## src/rtl/idli_trace_m_pkg.sv

```systemverilog
// Shared types for the idli trace capture block.
// IDLI_TRACE_TIMESTAMP_EN adds a capture-time field to each trace record.
package idli_pkg;

   typedef logic [15:0] idli_trace_seq_t;
   typedef logic [31:0] idli_trace_time_t;

   function automatic int unsigned idli_trace_beats(input int unsigned data_w,
                                                    input int unsigned slice_w);
      return data_w / slice_w;
   endfunction

   // The per-channel data words are parameter-sized, so the top prepends them to this record.
   typedef struct packed {
      idli_trace_seq_t  seq;
`ifdef IDLI_TRACE_TIMESTAMP_EN
      idli_trace_time_t stamp;
`endif
   } idli_trace_meta_t;

endpackage

```

## src/rtl/idli_trace_m_if.sv

```systemverilog
// Drain-side valid/ready bus of the trace FIFO.
// IDLI_TRACE_TIMESTAMP_EN adds o_trc_time to the bus.
interface idli_trace_m_if
   import idli_pkg::*;
#(
   parameter int unsigned DATA_W   = 16,
   parameter int unsigned CHANNELS = 2
) ();

   logic                             o_trc_vld;
   logic                             i_trc_rdy;
   logic [CHANNELS-1:0][DATA_W-1:0]  o_trc_data;
   idli_trace_seq_t                  o_trc_seq;
`ifdef IDLI_TRACE_TIMESTAMP_EN
   idli_trace_time_t                 o_trc_time;

   modport master (output o_trc_vld, o_trc_data, o_trc_seq, o_trc_time, input i_trc_rdy);
   modport slave  (input o_trc_vld, o_trc_data, o_trc_seq, o_trc_time, output i_trc_rdy);
`else
   modport master (output o_trc_vld, o_trc_data, o_trc_seq, input i_trc_rdy);
   modport slave  (input o_trc_vld, o_trc_data, o_trc_seq, output i_trc_rdy);
`endif

endinterface

```

## src/rtl/idli_trace_m_fifo.sv

```systemverilog
// Generic synchronous FIFO; pointers carry an extra wrap bit for full/empty.
// A push while full succeeds only when a pop happens in the same cycle.
module idli_trace_fifo_m #(
   parameter int unsigned WIDTH = 8,
   parameter int unsigned DEPTH = 8
) (
   input  logic             clk,
   input  logic             rst,
   input  logic             push,
   input  logic             pop,
   input  logic [WIDTH-1:0] wdata,
   output logic [WIDTH-1:0] rdata,
   output logic             full,
   output logic             empty
);

   localparam int unsigned AW = $clog2(DEPTH);

   logic [AW:0]      wr_ptr_q, wr_ptr_d;
   logic [AW:0]      rd_ptr_q, rd_ptr_d;
   logic [WIDTH-1:0] mem_q [DEPTH];
   logic [WIDTH-1:0] mem_d [DEPTH];
   logic             do_push;
   logic             do_pop;

   always_comb begin
      empty    = (wr_ptr_q == rd_ptr_q);
      full     = (wr_ptr_q[AW] != rd_ptr_q[AW]) && (wr_ptr_q[AW-1:0] == rd_ptr_q[AW-1:0]);
      do_pop   = pop && !empty;
      do_push  = push && (!full || do_pop);
      wr_ptr_d = wr_ptr_q + {{AW{1'b0}}, do_push};
      rd_ptr_d = rd_ptr_q + {{AW{1'b0}}, do_pop};
      mem_d    = mem_q;
      if (do_push) begin
         mem_d[wr_ptr_q[AW-1:0]] = wdata;
      end
      rdata    = mem_q[rd_ptr_q[AW-1:0]];
   end

   always_ff @(posedge clk) begin
      if (rst) begin
         wr_ptr_q <= '0;
         rd_ptr_q <= '0;
         mem_q    <= '{default: '0};
      end else begin
         wr_ptr_q <= wr_ptr_d;
         rd_ptr_q <= rd_ptr_d;
         mem_q    <= mem_d;
      end
   end

endmodule

```

## src/rtl/idli_trace_m.sv

```systemverilog
// Nibble-serial multi-channel trace capture into a per-instruction trace FIFO.
// IDLI_TRACE_TIMESTAMP_EN stores a free-running cycle count with each record.
module idli_trace_m
   import idli_pkg::*;
#(
   parameter int unsigned DATA_W   = 16,
   parameter int unsigned SLICE_W  = 4,
   parameter int unsigned CHANNELS = 2,
   parameter int unsigned DEPTH    = 8,
   parameter int unsigned CNT_W    = 8
) (
   input  logic                             i_trc_gck,
   input  logic                             i_trc_rst,
   input  logic                             i_trc_sync,
   input  logic [CHANNELS-1:0][SLICE_W-1:0] i_trc_slice,
   input  logic                             i_trc_done,
   idli_trace_m_if.master                   trc,
   output logic                             o_trc_ovf,
   output logic                             o_trc_misalign,
   output logic [CNT_W-1:0]                 o_trc_drops
);

   localparam int unsigned BEATS   = idli_trace_beats(DATA_W, SLICE_W);
   localparam int unsigned BW      = (BEATS > 1) ? $clog2(BEATS) : 1;
   localparam int unsigned DWORD_W = CHANNELS * DATA_W;
   localparam int unsigned ENTRY_W = DWORD_W + $bits(idli_trace_meta_t);

   logic [BW-1:0]                   beat_q, beat_d, cur_beat;
   logic                            locked_q, locked_d;
   logic [CHANNELS-1:0][DATA_W-1:0] shift_q, shift_d;
   idli_trace_seq_t                 seq_q, seq_d;
   logic                            ovf_q, ovf_d;
   logic                            mis_q, mis_d;
   logic [CNT_W-1:0]                drops_q, drops_d;
`ifdef IDLI_TRACE_TIMESTAMP_EN
   idli_trace_time_t                time_q, time_d;
`endif

   logic                            last_beat, capture, pop, drop;
   logic                            fifo_full, fifo_empty;
   idli_trace_meta_t                wr_meta, rd_meta;
   logic [DWORD_W-1:0]              rd_data;
   logic [ENTRY_W-1:0]              wr_entry, rd_entry;

   always_comb begin
      // A sync cycle always carries slice 0, whatever the free-running count says.
      cur_beat  = i_trc_sync ? '0 : beat_q;
      last_beat = (cur_beat == BW'(BEATS - 1));
      beat_d    = last_beat ? '0 : cur_beat + 1'b1;
      locked_d  = locked_q | i_trc_sync;

      for (int unsigned ch = 0; ch < CHANNELS; ch++) begin
         shift_d[ch] = {i_trc_slice[ch], shift_q[ch][DATA_W-1:SLICE_W]};
      end

      capture  = i_trc_done && locked_d && last_beat;
      mis_d    = mis_q | (i_trc_done && locked_d && !last_beat);
      seq_d    = seq_q + 16'(capture);

      pop      = trc.o_trc_vld && trc.i_trc_rdy;
      drop     = capture && fifo_full && !pop;
      ovf_d    = ovf_q | drop;
      drops_d  = drops_q;
      if (drop && (drops_q != '1)) begin
         drops_d = drops_q + CNT_W'(1);
      end

      wr_meta       = '0;
      wr_meta.seq   = seq_q;
`ifdef IDLI_TRACE_TIMESTAMP_EN
      time_d        = time_q + 32'd1;
      wr_meta.stamp = time_q;
`endif
      // Capture takes shift_d so the record includes the slice arriving this cycle.
      wr_entry            = {wr_meta, shift_d};
      {rd_meta, rd_data}  = rd_entry;
   end

   always_ff @(posedge i_trc_gck) begin
      if (i_trc_rst) begin
         beat_q   <= '0;
         locked_q <= 1'b0;
         shift_q  <= '0;
         seq_q    <= '0;
         ovf_q    <= 1'b0;
         mis_q    <= 1'b0;
         drops_q  <= '0;
`ifdef IDLI_TRACE_TIMESTAMP_EN
         time_q   <= '0;
`endif
      end else begin
         beat_q   <= beat_d;
         locked_q <= locked_d;
         shift_q  <= shift_d;
         seq_q    <= seq_d;
         ovf_q    <= ovf_d;
         mis_q    <= mis_d;
         drops_q  <= drops_d;
`ifdef IDLI_TRACE_TIMESTAMP_EN
         time_q   <= time_d;
`endif
      end
   end

   idli_trace_fifo_m #(
      .WIDTH (ENTRY_W),
      .DEPTH (DEPTH)
   ) u_fifo (
      .clk   (i_trc_gck),
      .rst   (i_trc_rst),
      .push  (capture),
      .pop   (pop),
      .wdata (wr_entry),
      .rdata (rd_entry),
      .full  (fifo_full),
      .empty (fifo_empty)
   );

   assign trc.o_trc_vld  = !fifo_empty;
   assign trc.o_trc_data = rd_data;
   assign trc.o_trc_seq  = rd_meta.seq;
`ifdef IDLI_TRACE_TIMESTAMP_EN
   assign trc.o_trc_time = rd_meta.stamp;
`endif
   assign o_trc_ovf      = ovf_q;
   assign o_trc_misalign = mis_q;
   assign o_trc_drops    = drops_q;

endmodule

```

## src/flat_wrapper.sv

```systemverilog
// flat-port wrapper written by rule: the top's interface ports become plain ports
module idli_trace_m_flat import idli_pkg::*;
#(
   parameter int unsigned DATA_W   = 16,
   parameter int unsigned SLICE_W  = 4,
   parameter int unsigned CHANNELS = 2,
   parameter int unsigned DEPTH    = 8,
   parameter int unsigned CNT_W    = 8
)
  (i_trc_gck, i_trc_rst, i_trc_sync, i_trc_slice, i_trc_done, o_trc_ovf, o_trc_misalign, o_trc_drops, trc_o_trc_vld, trc_o_trc_data, trc_o_trc_seq, trc_i_trc_rdy);
  idli_trace_m_if #(.DATA_W(DATA_W), .CHANNELS(CHANNELS)) trc_i ();
  input  logic i_trc_gck;
  input  logic i_trc_rst;
  input  logic i_trc_sync;
  input  logic [CHANNELS-1:0][SLICE_W-1:0] i_trc_slice;
  input  logic i_trc_done;
  output logic o_trc_ovf;
  output logic o_trc_misalign;
  output logic [CNT_W-1:0] o_trc_drops;
  output wire logic [$bits(trc_i.o_trc_vld)-1:0] trc_o_trc_vld;
  output wire logic [$bits(trc_i.o_trc_data)-1:0] trc_o_trc_data;
  output wire logic [$bits(trc_i.o_trc_seq)-1:0] trc_o_trc_seq;
  input wire logic [$bits(trc_i.i_trc_rdy)-1:0] trc_i_trc_rdy;
  assign trc_o_trc_vld = trc_i.o_trc_vld;
  assign trc_o_trc_data = trc_i.o_trc_data;
  assign trc_o_trc_seq = trc_i.o_trc_seq;
  assign trc_i.i_trc_rdy = trc_i_trc_rdy;
  idli_trace_m #(.DATA_W(DATA_W), .SLICE_W(SLICE_W), .CHANNELS(CHANNELS), .DEPTH(DEPTH), .CNT_W(CNT_W)) u_core (.i_trc_gck(i_trc_gck), .i_trc_rst(i_trc_rst), .i_trc_sync(i_trc_sync), .i_trc_slice(i_trc_slice), .i_trc_done(i_trc_done), .trc(trc_i), .o_trc_ovf(o_trc_ovf), .o_trc_misalign(o_trc_misalign), .o_trc_drops(o_trc_drops));
endmodule
```

## config.mk

```make
export PLATFORM = sky130hd
export DESIGN_NAME = idli_trace_m_flat
export DESIGN_NICKNAME = d
export VERILOG_FILES = /design/src/rtl/idli_trace_m_pkg.sv /design/src/rtl/idli_trace_m_if.sv /design/src/rtl/idli_trace_m_fifo.sv /design/src/rtl/idli_trace_m.sv /design/src/flat_wrapper.sv
export SDC_FILE = /design/constraint.sdc
export NUM_CORES = 1
export LEC_CHECK = 0
export CELL_PAD_IN_SITES_DETAIL_PLACEMENT = 1
export CELL_PAD_IN_SITES_GLOBAL_PLACEMENT = 1
export CORE_MARGIN = 4
export CORE_UTILIZATION = 34
export DETAILED_ROUTE_END_ITERATION = 10
export PLACE_DENSITY = 0.66
export SLEW_MARGIN = 15
export SYNTH_ARGS = -nofsm -noshare
export SYNTH_HDL_FRONTEND = slang
export SYNTH_SLANG_ARGS = --single-unit
```

## constraint.sdc

```tcl
create_clock -name i_trc_gck -period 4.5 [get_ports i_trc_gck]
set_input_delay 0.675 -clock i_trc_gck [delete_from_list [all_inputs] [get_ports i_trc_gck]]
set_output_delay 0.675 -clock i_trc_gck [all_outputs]
set_load 0.01 [all_outputs]
```

==> impl_results.md, run 1 <==
- Outcome: completed
- DR DRC count: 0
- Hold WS: 0.4521 ns
- IO Port Bufs: 71
- Post-synth ARST share: 0%
- Row Count: 85
- Hold crit path type: flop to flop
- Fillers: 6,238
- Area contributors post-synth: dfxtp_1 (48%), nand2_1 (16%), mux4_2 (12%)
- Tmin final: 3.779 ns
- First-pass GRT wire length: 91.24 mm
- Worst-margin pin slew: 0.9801 ns
- Most numerous cell in the Yosys netlist: nand2_1
- Clock tree buffer depth: 3
- Seq pwr share: 47.9%
- Worst R2R Path Depth: 6
- Routed wire length: 57.74 mm
- Setup TNS: 0 ns
- Synth warn: 0
- Sw frac: 21.58%
- DRT iter0 DRCs: 962
- Critical Path RT: 3.83 ns
- Clock Skew: 0.01652 ns
- H-tree depth: 2
- Clock Latency Late Sink: 0.60 ns
- CP Launch Point: u_core.u_fifo.rd_ptr_q[1]
- First-pass DRT Iterations: 5
- Layout cells sized above 1: 13.72%
- Nets: 2,113
- Hold EP: u_core.u_fifo.mem_q[49]
- Post-layout power: 0.008306 W
- CTS tree: built
- Max_slew headroom: 34.41%
- Leak pwr: 6.834 nW
- Worst VDD drop: 280.7 uV
- CTS-repair resized insts: 0
- TritonCTS Buffers: 50
- Reg-to-reg slack, setup: 1.32 ns
- Core area: 54,030 um2
- Total vias in the final route: 14,950
- DR WL/cell: 20.43 um
- EDFF count, synth: 0
- GP Congestion: 0.7552
- #FFs+latches synth: 445
- Clock share of power: 50.6%
- Post-DP HPWL: 34.07 mm
- Vias/cell: 5.292
- Initial Utilization: 34.53%
- Fmax: 264.6 MHz
- Hold Path Cell Cnt: 2
- Synth unique cells: 42
- Sink Count: 445
- Mapped Cells: 2,138
- RR Endpoint: u_core.u_fifo.mem_q[20]
- Number of global-route vias before repair: 15,820
- Top_reg_cell synth: dfxtp_1
- CP max FO: 43
- Commonest cells in the synthesized netlist: nand2_1 (776), dfxtp_1 (445), a21oi_1 (390), clkbuf_1 (124), mux4_2 (96)
- Crit path kind: flop to output pin
- Tcrit/Tclk final: 83.99%
- Critical Path AT: 3.10 ns
- Final setup viols: 0
- Critical Path Sink Type: output pin
- Register area: 8917 um2
- Initial antenna violation count: 1
- GRT Overall Usage: 19.35%
- Final hold vios: 0
- Die width: 242.3 um
- Largest net degree at the start of global routing: 123
- Synthesized area per cell: 8.726 um2
- Sequential area share after synthesis: 47.75%
- Die Height: 242.3 um
- Synth top area share: 47.75%
- Cell area after synthesis: 18,660 um2
- IO Count: 72
- Int Power: 0.006514 W
- RSZ-0062 raised after global routing: no
- Max Cap Violations: 0
- Hold-fix buffers, CTS: 0
- Setup bufs post-CTS: 0
- Die footprint: 58,690 um2
- Root Buffer: clkbuf_16
- Routed Antenna Nets: 0
- Grt total ovfl: 0
- CTS clock-pin slew for the worst setup and hold paths: 0.06 ns
- Area of the multi-input gates: 8884 um2
- Area Overhead vs Synth: 15.75%
- P_sw: 0.001792 W
- Crit start category: flop
- Post-synth top area cell: dfxtp_1
- Comb power frac: 1.5%
- Slew Limit Fails: 0
- PD cells: 384.6 nW/um2
- Hold Startpoint: u_core.u_fifo.mem_q[49]
- Reg-to-reg startpoint: u_core.u_fifo.wr_ptr_q[0]
- Synthesized net count: 2,159
-- worst max-delay path, stage by stage (launching register included) --
cell             delay, ns
dfxtp_4               0.67
buf_12                0.38
mux4_2                0.56
mux2_2                0.34
clkdlybuf4s50_1       0.52
-- power groups by stage --
stage | registers (W) | clock network (W) | logic [W]
after floorplan | 0.00404 | 0 | 0.0000973
after global placement | 0.00406 | 0 | 0.000122
after detailed placement | 0.00406 | 0 | 0.000124
after CTS | 0.00398 | 0.00431 | 0.000125
after global routing | 0.00398 | 0.00448 | 0.000134
final | 0.00398 | 0.00421 | 0.000123
-- registers in the layout, indices dropped and copies added, names as in the netlist --
signal / count
u_core.beat_q: 2
u_core.u_fifo.wr_ptr_q: 4
u_core.locked_q: 1
u_core.u_fifo.rd_ptr_q: 4
u_core.u_fifo.mem_q: 384
u_core.seq_q: 16
u_core.o_trc_misalign: 1
u_core.shift_d: 24
u_core.o_trc_ovf: 1
u_core.o_trc_drops: 8
-- logic make-up (layout without fill, tap and decap cells) --
logic type                 Yosys count  in the layout  share of synthesized area [%]
other                                0              1                              0
DFF                                445            445                          47.75
xor gates and xnor gates            24             24                          1.167
muxes                              146            146                          14.59
AOI/OAI and AO/OA                  412            412                          11.67
and+or+nand+nor                    888            888                          19.01
buffers and inverters              215            206                          5.271
adders and majority gates            8              8                         0.5365
-- metal layers --
metal	GRT usage (%)	up-vias	part of all wire [%]	routed length, um
met3	2.900	68	3.8	2192
li1	-	7025	-	-
met2	34.39	257	50	29010
met5	0	-	0	0
met4	4.149	0	1.8	1020
met1	25.00	7604	44	25520
-- metrics by stage --
stage / setup WS, ns / util, % / area, um2 / cells
after detailed placement: 0.7729 / 36.77 / 19860 / 2735
after global routing: 0.5655 / 39.97 / 21590 / 2825
after CTS: 0.6267 / 39.92 / 21570 / 2824
after floorplan: 1.695 / - / 18660 / 2138
after global placement: 0.8811 / 36.77 / 19860 / 2735
final: 0.7205 / 39.97 / 21600 / 2826
-- cell type report --
type | instances | share of cell area, %
sequential | 445 | 41.29
multi-input combinational | 1478 | 41.14
clock buffer | 72 | 6.738
timing repair buffer | 114 | 5.597
tap | 696 | 4.032
clock inverter | 17 | 1.141
inverter | 3 | 0.05214
antenna | 1 | 0.01159
-- layout by cell type, fill, tap and decap left out, types with 3 or more instances in the layout --
cell / n
and2_1: 4
clkbuf_8: 10
nand4_1: 6
o21ai_0: 4
mux2_2: 48
buf_4: 30
bufinv_16: 5
nor2_1: 30
o21ai_4: 6
nor2b_1: 32
a21oi_1: 390
clkinv_2: 5
xnor2_1: 9
buf_12: 12
mux4_2: 96
nand3_1: 13
a2111oi_4: 3
clkdlybuf4s50_1: 70
and3_1: 6
nor3_1: 4
xor2_1: 14
clkbuf_16: 51
clkinvlp_4: 4
clkbuf_1: 11
dfxtp_1: 442
nand2_1: 776
or3_1: 4
a21boi_4: 3
ha_1: 8
inv_1: 3
-- how the worst max path moves through the flow --
| stage | end | slack (ns) | cells after the start |
|---|---|---|---|
| floorplan | u_core.seq_q[15] | 1.69 | 11 |
| global placement | u_core.u_fifo.mem_q[370] | 0.88 | 9 |
| detailed placement | u_core.u_fifo.mem_q[363] | 0.77 | 9 |
| CTS | trc_o_trc_seq[14] | 0.63 | 4 |
| global route | trc_o_trc_seq[14] | 0.57 | 4 |
| finish | trc_o_trc_seq[14] | 0.72 | 4 |
(Power assumes the default switching activity.)
==> run 2: changes to the inputs <==
==> constraint.sdc (replaced) <==
create_clock -name i_trc_gck -period 3.7 [get_ports i_trc_gck]
set_input_delay 0.555 -clock i_trc_gck [delete_from_list [all_inputs] [get_ports i_trc_gck]]
set_output_delay 0.555 -clock i_trc_gck [all_outputs]
set_load 0.01 [all_outputs]
==> run 2 against run 1 <==
Clock skew is 0.0055 ns higher. Core utilization up 0.051 points. Critical path type unchanged. Die area unchanged. Critical endpoint is now trc_o_trc_seq[6]. Sequential share of layout area is 0.053 points lower. Critical path depth unchanged. Non-clock buffer count increased by 7. First-iteration DRC count shrank 1.5%. Clock-buffer cell count fell by 3. Final area increased by 0.13%. Highest routed layer is now met5. Largest power group unchanged.
==> impl_results.md, run 2 (synthesized netlist as in run 1, its figures left out) <==
- Clock Latency Late Sink: 0.59 ns
- Root Buffer: clkbuf_16
- Hold-fix buffers, CTS: 0
- Post-DP HPWL: 33.75 mm
- Row Count: 85
- Largest net degree at the start of global routing: 116
- Total vias in the final route: 14,910
- Core area: 54,030 um2
- Hold Startpoint: i_trc_rst
- P_sw: 0.002157 W
- Tmin final: 3.556 ns
- Critical Path AT: 3.00 ns
- RSZ-0062 raised after global routing: no
- CTS tree: built
- Initial Utilization: 34.53%
- Reg-to-reg slack, setup: 0.92 ns
- Hold Path Cell Cnt: 2
- GRT Overall Usage: 19.39%
- RR Endpoint: u_core.u_fifo.mem_q[267]
- Routed Antenna Nets: 0
- Grt total ovfl: 0
- Most common cell after layout, fill and taps aside: nand2_1
- IO Port Bufs: 71
- Layout cells sized above 1: 13.92%
- CTS clock-pin slew for the worst setup and hold paths: 0.06 ns
- Die width: 242.3 um
- Number of global-route vias before repair: 15,640
- Clock tree buffer depth: 3
- Placed cells: 2,743
- CTS-repair resized insts: 0
- Crit path kind: flop to output pin
- Worst-path cell chain: buf_4, mux4_2, mux2_2, clkdlybuf4s50_1
- Int Power: 0.007749 W
- Hold crit path type: input port to flop
- Tcrit/Tclk final: 96.11%
- PD cells: 458.1 nW/um2
- Sw frac: 21.77%
- Clock share of power: 49.7%
- DR DRC count: 0
- Seq pwr share: 48.8%
- Routed wire length: 58.14 mm
- Setup bufs post-CTS: 0
- DRT iter0 DRCs: 948
- Hold WS: 0.4382 ns
- Fin cells: 2,829
- Nets: 2,118
- IO Count: 72
- Die Height: 242.3 um
- Max_slew headroom: 22.28%
- GP Congestion: 0.7403
- H-tree depth: 2
- Final hold vios: 0
- Commonest cells after routing, fill and taps aside: nand2_1 (776), dfxtp_1 (442), a21oi_1 (390)
- Critical Path RT: 3.14 ns
- First-pass DRT Iterations: 5
- Comb power frac: 1.5%
- Reg-to-reg startpoint: u_core.u_fifo.wr_ptr_q[0]
- Setup TNS: 0 ns
- Worst-margin pin slew: 1.161 ns
- First-pass GRT wire length: 91.02 mm
- Critical Path Sink Type: output pin
- Clock Skew: 0.02206 ns
- Die footprint: 58,690 um2
- Most flops, register: u_core.u_fifo.mem_q
- Fmax: 281.2 MHz
- Slew Limit Fails: 0
- TritonCTS Buffers: 48
- Crit start category: flop
- Outcome: completed
- Critical path's largest stage delay: 0.59 ns
- CP max FO: 21
- Vias/cell: 5.269
- Final setup viols: 0
- Worst VDD drop: 271.0 uV
- DR WL/cell: 20.55 um
- Initial antenna violation count: 1
- Hold EP: u_core.u_fifo.mem_q[207]
- Max reg flops: 384
- Worst R2R Path Depth: 7
- Max Cap Violations: 0
- Area Overhead vs Synth: 15.90%
- N_diodes: 0
- Slowest-stage cell, CP: dfxtp_4
- Leak pwr: 6.867 nW
- Sink Count: 445
## run 2: area by class of cell
| cell class | count | area [um2] |
|---|---|---|
| multi-input combinational | 1478 | 8884 |
| inverter | 3 | 11.26 |
| sequential | 445 | 8917 |
| timing repair buffer | 121 | 1341 |
| tap | 696 | 870.8 |
| clock inverter | 17 | 197.7 |
| fill | 6202 | 32400 |
| clock buffer | 69 | 1401 |
## run 2: power by group through the flow
stage               logic, W  registers [W]  clock network, W
floorplan           0.000118        0.00491                 0
global placement    0.000149        0.00494                 0
detailed placement  0.000152        0.00494                 0
CTS                 0.000153        0.00483           0.00503
global route        0.000165        0.00484           0.00525
finish              0.000152        0.00484           0.00492
## run 2: per-stage QoR
stage | utilization [%] | power [W] | setup WS, ns | instance area (um2)
2_1_floorplan | - | 0.005033 | 1.015 | 18660
4_1_cts | 40.02 | 0.01002 | 0.05861 | 21620
3_3_place_gp | 37.06 | 0.005090 | 0.4621 | 20020
3_5_place_dp | 37.06 | 0.005093 | 0.3040 | 20020
5_1_grt | 40.02 | 0.01025 | 0.01149 | 21620
6_report | 40.02 | 0.009906 | 0.1438 | 21620
## run 2: worst max path at each step
stage	to	startpoint	slack, ns
6_report	trc_o_trc_seq[6]	u_core.u_fifo.rd_ptr_q[0]	0.14
5_1_grt	trc_o_trc_seq[6]	u_core.u_fifo.rd_ptr_q[0]	0.01
4_1_cts	trc_o_trc_seq[6]	u_core.u_fifo.rd_ptr_q[0]	0.06
3_5_place_dp	u_core.u_fifo.mem_q[157]	i_trc_sync	0.30
3_3_place_gp	u_core.seq_q[15]	i_trc_sync	0.46
2_1_floorplan	u_core.seq_q[15]	i_trc_sync	1.01
## run 2: routing by layer
metal,wire length (um),global-route usage [%],share of wire [%],vias up
li1,-,-,-,7028
met1,26070,24.91,45,7558
met2,28630,34.00,49,225
met3,2043,2.878,3.5,92
met4,1371,5.498,2.4,2
met5,17,0,0.029,-
## run 2: critical path, delay by kind of cell, from the launching register on
kind     cells  cell delay, ns
buf+inv      2            0.94
flops        1            0.59
mux          2            0.85
